## config.mk

```make
export PLATFORM = sky130hd
export DESIGN_NAME = frac_div_seq
export DESIGN_NICKNAME = d
export VERILOG_FILES = /design/src/rtl/frac_div_seq.sv
export SDC_FILE = /design/constraint.sdc
export NUM_CORES = 1
export LEC_CHECK = 0
export CAP_MARGIN = 20
export CORE_MARGIN = 2
export CORE_UTILIZATION = 25
export DETAILED_ROUTE_END_ITERATION = 7
export DONT_BUFFER_PORTS = 1
export GPL_TIMING_DRIVEN = 1
export PLACE_DENSITY = 0.46
export SYNTH_ARGS = -nofsm -noshare
export SYNTH_HDL_FRONTEND = slang
export SYNTH_SLANG_ARGS = --single-unit
```

## constraint.sdc

```tcl
create_clock -name clk -period 2.96 [get_ports clk]
set_clock_uncertainty 0.05 [all_clocks]
set_input_delay 0.296 -clock clk [delete_from_list [all_inputs] [get_ports clk]]
set_output_delay 0.296 -clock clk [all_outputs]
set_load 0.02 [all_outputs]
```

## src/rtl/frac_div_seq.sv

```systemverilog
// frac_div_seq: sequential restoring divider for unsigned Q0.N fractions.
// Computes o = floor(X * 2^N / D) one quotient bit per clock, MSB first.
// D == 0 or X >= D saturates to all-ones with ovf set. Valid/ready on both sides.
//
// state | meaning
// IDLE  | in_ready high, waiting for operands
// CALC  | N restoring iterations, inputs ignored
// DONE  | result presented on o/r/ovf with out_valid high
module frac_div_seq #(
    parameter int N = 8
) (
    input  logic         clk,
    input  logic         rst,
    input  logic         in_valid,
    output logic         in_ready,
    input  logic [N-1:0] g_input,
    input  logic [N-1:0] e_input,
    output logic         out_valid,
    input  logic         out_ready,
    output logic [N-1:0] o,
    output logic [N-1:0] r,
    output logic         ovf
);

    localparam int CW = $clog2(N + 1);

    typedef enum logic [1:0] {
        IDLE = 2'd0,
        CALC = 2'd1,
        DONE = 2'd2
    } state_t;

    state_t        state;
    state_t        state_nxt;
    logic [N:0]    rem;
    logic [N-1:0]  qacc;
    logic [N-1:0]  dvs;
    logic [CW-1:0] cnt;

    logic [N:0]    rem_sh;
    logic [N:0]    rem_nxt;
    logic [N-1:0]  qacc_nxt;
    logic          q_bit;
    logic          last;
    logic          sat;

    // One restoring step; rem < dvs is kept, so the shifted-out MSB is always zero.
    always_comb begin
        rem_sh   = rem << 1;
        q_bit    = (rem_sh >= {1'b0, dvs});
        rem_nxt  = q_bit ? (rem_sh - {1'b0, dvs}) : rem_sh;
        qacc_nxt = {qacc[N-2:0], q_bit};
        last     = (cnt == CW'(N - 1));
        sat      = (e_input == '0) || (g_input >= e_input);
    end

    // State register.
    always_ff @(posedge clk or negedge rst) begin
        if (!rst) begin
            state <= IDLE;
        end else begin
            state <= state_nxt;
        end
    end

    // Next-state decode.
    always_comb begin
        state_nxt = state;
        case (state)
            IDLE:    if (in_valid)  state_nxt = sat ? DONE : CALC;
            CALC:    if (last)      state_nxt = DONE;
            DONE:    if (out_ready) state_nxt = IDLE;
            default: state_nxt = IDLE;
        endcase
    end

    // Datapath: operand latch, iteration registers and held result.
    always_ff @(posedge clk or negedge rst) begin
        if (!rst) begin
            rem  <= '0;
            qacc <= '0;
            dvs  <= '0;
            cnt  <= '0;
            o    <= '0;
            r    <= '0;
            ovf  <= 1'b0;
        end else begin
            case (state)
                IDLE: begin
                    if (in_valid) begin
                        dvs  <= e_input;
                        qacc <= '0;
                        cnt  <= '0;
                        if (sat) begin
                            rem <= '0;
                            o   <= '1;
                            r   <= '0;
                            ovf <= 1'b1;
                        end else begin
                            rem <= {1'b0, g_input};
                            ovf <= 1'b0;
                        end
                    end
                end
                CALC: begin
                    rem  <= rem_nxt;
                    qacc <= qacc_nxt;
                    cnt  <= cnt + CW'(1);
                    if (last) begin
                        o <= qacc_nxt;
                        r <= rem_nxt[N-1:0];
                    end
                end
                default: begin
                end
            endcase
        end
    end

    // Handshake outputs are pure decodes of the registered state.
    always_comb begin
        in_ready  = (state == IDLE);
        out_valid = (state == DONE);
    end

endmodule

```

==> impl_metrics.sql <==
INSERT INTO impl_metrics (metric_group, metric, value, unit) VALUES
('worst_setup_path', 'path_class', 'flop to flop', ''),
('worst_setup_path', 'start_kind', 'flop', ''),
('place', 'buffer_ports.inserted', '0', ''),
('routing', 'postRouteAntennaNets', '0', ''),
('layout', 'layout-drive-gt1-share', '8.16', '%'),
('clocking', 'cts_tree', 'yes', ''),
('routing', 'detailedRoute.firstPassIterationCount', '4', ''),
('worst_setup_path', 'arrival_time_worst_endpoint', '2.60', 'ns'),
('timing', 'final.period_utilization', '81.6', '%'),
('pwr', 'p_sw_share', '47.9', '%'),
('floorplanning', 'floorplan.die.height', '105', 'um'),
('global_route', 'gr-total-overflow', '0', ''),
('routing', 'initial_detailed_routing_violation_count', '90', ''),
('pwr', 'power_density', '1250', 'mW/mm^2'),
('yosys', 'post_synthesis_async_set_or_reset_flop_share', '100', '%'),
('place', 'dpl-instance-area', '0.00271', 'sq mm'),
('timing', 'maxSlewViolCount', '0', ''),
('clocking', 'root_buffer', 'sky130_fd_sc_hd__clkbuf_8', ''),
('pwr', 'ir_drop', '0.000292', 'V'),
('global_route', 'gr-usage-all-layers', '12.7', '%'),
('status', 'result_of_the_run', 'finished clean', ''),
('floorplanning', 'top_level_ports', '39', ''),
('pwr', 'share_seq_of_total_power', '35.1', '%'),
('routing', 'drt-vias-per-instance', '4.72', ''),
('pwr', 'p_leak', '1.24', 'nW'),
('yosys', 'syn-num-nets', '315', ''),
('worst_setup_path', 'rr_startpoint', 'rem[0]$_DFFE_PN0P_', ''),
('worst_setup_path', 'critical_path.startpoint', 'rem[0]$_DFFE_PN0P_', ''),
('yosys', 'synth.cell_area', '0.00255', 'sq mm'),
('floorplanning', 'floorplan.die_area', '0.0110', 'sq mm'),
('layout', 'final_util', '28.8', '%'),
('routing', 'detail_route.drc_violations', '0', ''),
('clocking', 'insertion_delay', '0.30', 'ns'),
('yosys', 'synth_cell_type_count', '50', ''),
('pwr', 'totalPowerFinal', '3.53', 'mW'),
('timing', 'worst_slew_margin_rel', '59.2', '%'),
('pwr', 'power_frac_comb', '53.4', '%'),
('layout', 'layout.cells.non_filler', '415', ''),
('floorplanning', 'floorplan.core_area', '0.00986', 'sq mm'),
('routing', 'detail_route.wirelength', '6620', 'um'),
('layout', 'flow.area_growth_from_synthesis', '11.0', '%'),
('run', 'max_cap_viols', '0', ''),
('yosys', 'synth_seq_cells', '46', ''),
('timing', 'setup_total_negative_slack', '0', 'ns'),
('pwr', 'cellInternalPower', '1.84', 'mW'),
('worst_setup_path', 'worst-path-max-fanout', '10', ''),
('floorplanning', 'rows', '36', ''),
('yosys', 'most_used_dff_post_synth', 'sky130_fd_sc_hd__dfrtp_1', ''),
('timing', 'timing.fmax', '414', 'MHz'),
('place', 'gp_congestion', '0.759', ''),
('yosys', 'ys_warns', '0', ''),
('timing', 'setup_repair_after_global_routing_missed_its_margin', 'no', ''),
('timing', 'final_hold_violations', '0', ''),
('clocking', 'tritoncts_buffers', '5', ''),
('pwr', 'pwr-share-clk', '11.4', '%'),
('worst_setup_path', 'timing.critical_path.to_type', 'flop', ''),
('yosys', 'synth-edff-count', '0', ''),
('floorplanning', 'initial_utilization', '25.9', '%'),
('global_route', 'grt_start_max_net_pins', '47', ''),
('clocking', 'post_cts.resized_instances', '0', ''),
('yosys', 'ys_seq_area_share', '45.1', '%'),
('timing', 'worst_slew_pin_slew', '0.609', 'ns'),
('yosys', 'syn-mean-instance-area', '9.22', 'sq um'),
('hold_path', 'min-delay-start', 'out_ready', ''),
('timing', 'finalWorstPathRequiredPeriod', '2.41', 'ns'),
('global_route', 'grt_antenna_before_repair', '0', ''),
('layout', 'final_design_area_no_fill', '0.00284', 'sq mm'),
('routing', 'route.detailed.wl_per_inst', '16.0', 'um'),
('worst_setup_path', 'critPathRequiredTime', '3.14', 'ns'),
('global_route', 'first_pass_grt_wire_length', '11100', 'um'),
('clocking', 'clk_path_buf_depth', '2', ''),
('timing', 'report.final.setup_viol', '0', ''),
('hold_path', 'hold_path_class', 'input port to flop', ''),
('clocking', 'htree_levels', '2', ''),
('floorplanning', 'die-width', '105', 'um'),
('place', 'placed_cells_incl_taps', '405', ''),
('place', 'post-dp-hpwl', '4950', 'um'),
('clocking', 'clock-sinks', '46', ''),
('yosys', 'synth_cells', '277', ''),
('routing', 'detailroute.via_count', '1957', ''),
('layout', 'n_antenna_cell', '0', ''),
('layout', 'design.final.nets', '319', ''),
('pwr', 'net-switching-power', '1.69', 'mW'),
('global_route', 'first_global_vias', '1952', ''),
('clocking', 'clkTransAtPathRegs', '0.09', 'ns');
worst max-delay path: stages, from the launching register on:
cell and delay, ns:
sky130_fd_sc_hd__dfrtp_1 0.45, sky130_fd_sc_hd__ha_1 0.35, sky130_fd_sc_hd__nor2b_1 0.14, sky130_fd_sc_hd__o2111ai_1 0.31
sky130_fd_sc_hd__a31oi_2 0.22, sky130_fd_sc_hd__nor2_4 0.31, sky130_fd_sc_hd__mux2_2 0.40, sky130_fd_sc_hd__a21oi_1 0.13
worst paths after layout:
kind                       depth (start not counted)  slack [ns]              endpoint
min reg2reg                                        2        0.47   qacc[4]$_DFFE_PN0P_
max in group asynchronous                          2        2.20    dvs[6]$_DFFE_PN0P_
min                                                1        0.02  state[1]$_DFFE_PN0P_
max                                                7        0.55    rem[1]$_DFFE_PN0P_
max reg2reg                                        7        0.55    rem[1]$_DFFE_PN0P_
min in group asynchronous                          2        0.44    cnt[2]$_DFFE_PN0P_
flip-flops by register name (all words and copies together) (netlist names):
name / count
ovf: 1
state: 2
dvs: 8
qacc: 7
cnt: 4
o: 8
r: 8
rem: 8
stage by stage:
step / worst slack (ns) / hold slack (ns)
global placement: 0.615 / -0.0477
finish: 0.545 / 0.0221
CTS: 0.547 / 0.00870
floorplan: 0.824 / -0.0496
global route: 0.445 / 0.00749
detailed placement: 0.556 / -0.0475
cell usage in the layout (no fill, tap or decap), drive strengths merged, types with 3 or more instances in the layout:
cell type	instances
a21o	5
o31ai	3
buf	6
nor3	3
ha	17
nand2	40
dfrtp	46
clkbuf	6
o21ai	29
a31oi	5
nor2	30
xnor2	4
o21a	5
a21oi	18
inv	17
mux2i	4
nand3	6
synthesized netlist by cell type (2+ instances only):
master,instances,area (sq um)
sky130_fd_sc_hd__nor4_1,2,12.5
sky130_fd_sc_hd__a21oi_1,14,70.1
sky130_fd_sc_hd__a311oi_1,2,17.5
sky130_fd_sc_hd__xnor2_1,4,35.0
sky130_fd_sc_hd__a31oi_1,4,25.0
sky130_fd_sc_hd__mux2i_1,4,40.0
sky130_fd_sc_hd__a2111oi_0,2,17.5
sky130_fd_sc_hd__or3_1,2,12.5
sky130_fd_sc_hd__nand2_1,40,150
sky130_fd_sc_hd__a21o_1,5,37.5
sky130_fd_sc_hd__ha_1,17,213
sky130_fd_sc_hd__nand4_1,2,12.5
sky130_fd_sc_hd__a22oi_1,2,15.0
sky130_fd_sc_hd__nand3_1,6,30.0
sky130_fd_sc_hd__nor2_1,29,109
sky130_fd_sc_hd__nand2b_1,2,12.5
sky130_fd_sc_hd__o211a_1,2,20.0
sky130_fd_sc_hd__nor2b_1,2,12.5
sky130_fd_sc_hd__o21a_1,4,30.0
sky130_fd_sc_hd__nor3_1,3,15.0
sky130_fd_sc_hd__o31ai_1,3,22.5
sky130_fd_sc_hd__o21ai_1,4,20.0
sky130_fd_sc_hd__dfrtp_1,46,1150
sky130_fd_sc_hd__o21ai_0,24,120
sky130_fd_sc_hd__a21oi_2,4,35.0
sky130_fd_sc_hd__inv_1,17,63.8
sky130_fd_sc_hd__clkbuf_1,8,30.0
power groups by stage:
stage | clock network [mW] | logic (mW) | registers [mW]
final | 0.404 | 1.89 | 1.24
after global routing | 0.450 | 2.14 | 1.29
after CTS | 0.426 | 1.91 | 1.25
after detailed placement | 0 | 1.89 | 1.26
after global placement | 0 | 1.88 | 1.25
after floorplan | 0 | 1.48 | 1.19
layout make-up:
class                      count  area [sq um]
clock buffer                   6          72.6
clock inverter                 2          13.8
fill                        1088          7030
inverter                      17          63.8
multi-input combinational    204          1290
sequential                    46          1150
tap                          133           166
timing repair buffer           7          75.1
kinds of logic after synthesis:
family / after synthesis / share of synthesized area [%]
XOR/XNOR: 5 / 1.71
buffers and inverters: 27 / 4.31
flip-flops: 46 / 45.1
AO/OA/AOI/OAI: 82 / 21.4
adder cells (fa/ha/maj): 18 / 9.11
multiplexers: 6 / 2.45
AND/OR/NAND/NOR: 93 / 16.0
repair_timing:
item / CTS / global route
hold buffers: 2 / 0
endpoints found under the hold margin: 46 / 0
endpoints found under the setup margin: 0 / 0
setup buffers: 0 / 0
routing by layer:
| layer | wire length [um] | GRT usage (%) | vias up |
|---|---|---|---|
| met2 | 2890 | 18.6 | 39 |
| li1 | - | - | 986 |
| met4 | 71 | 3.14 | 0 |
| met1 | 3260 | 18.0 | 927 |
| met3 | 407 | 4.05 | 5 |
| met5 | 0 | 0 | - |
Note: power is estimated with default switching activity, not from simulation.
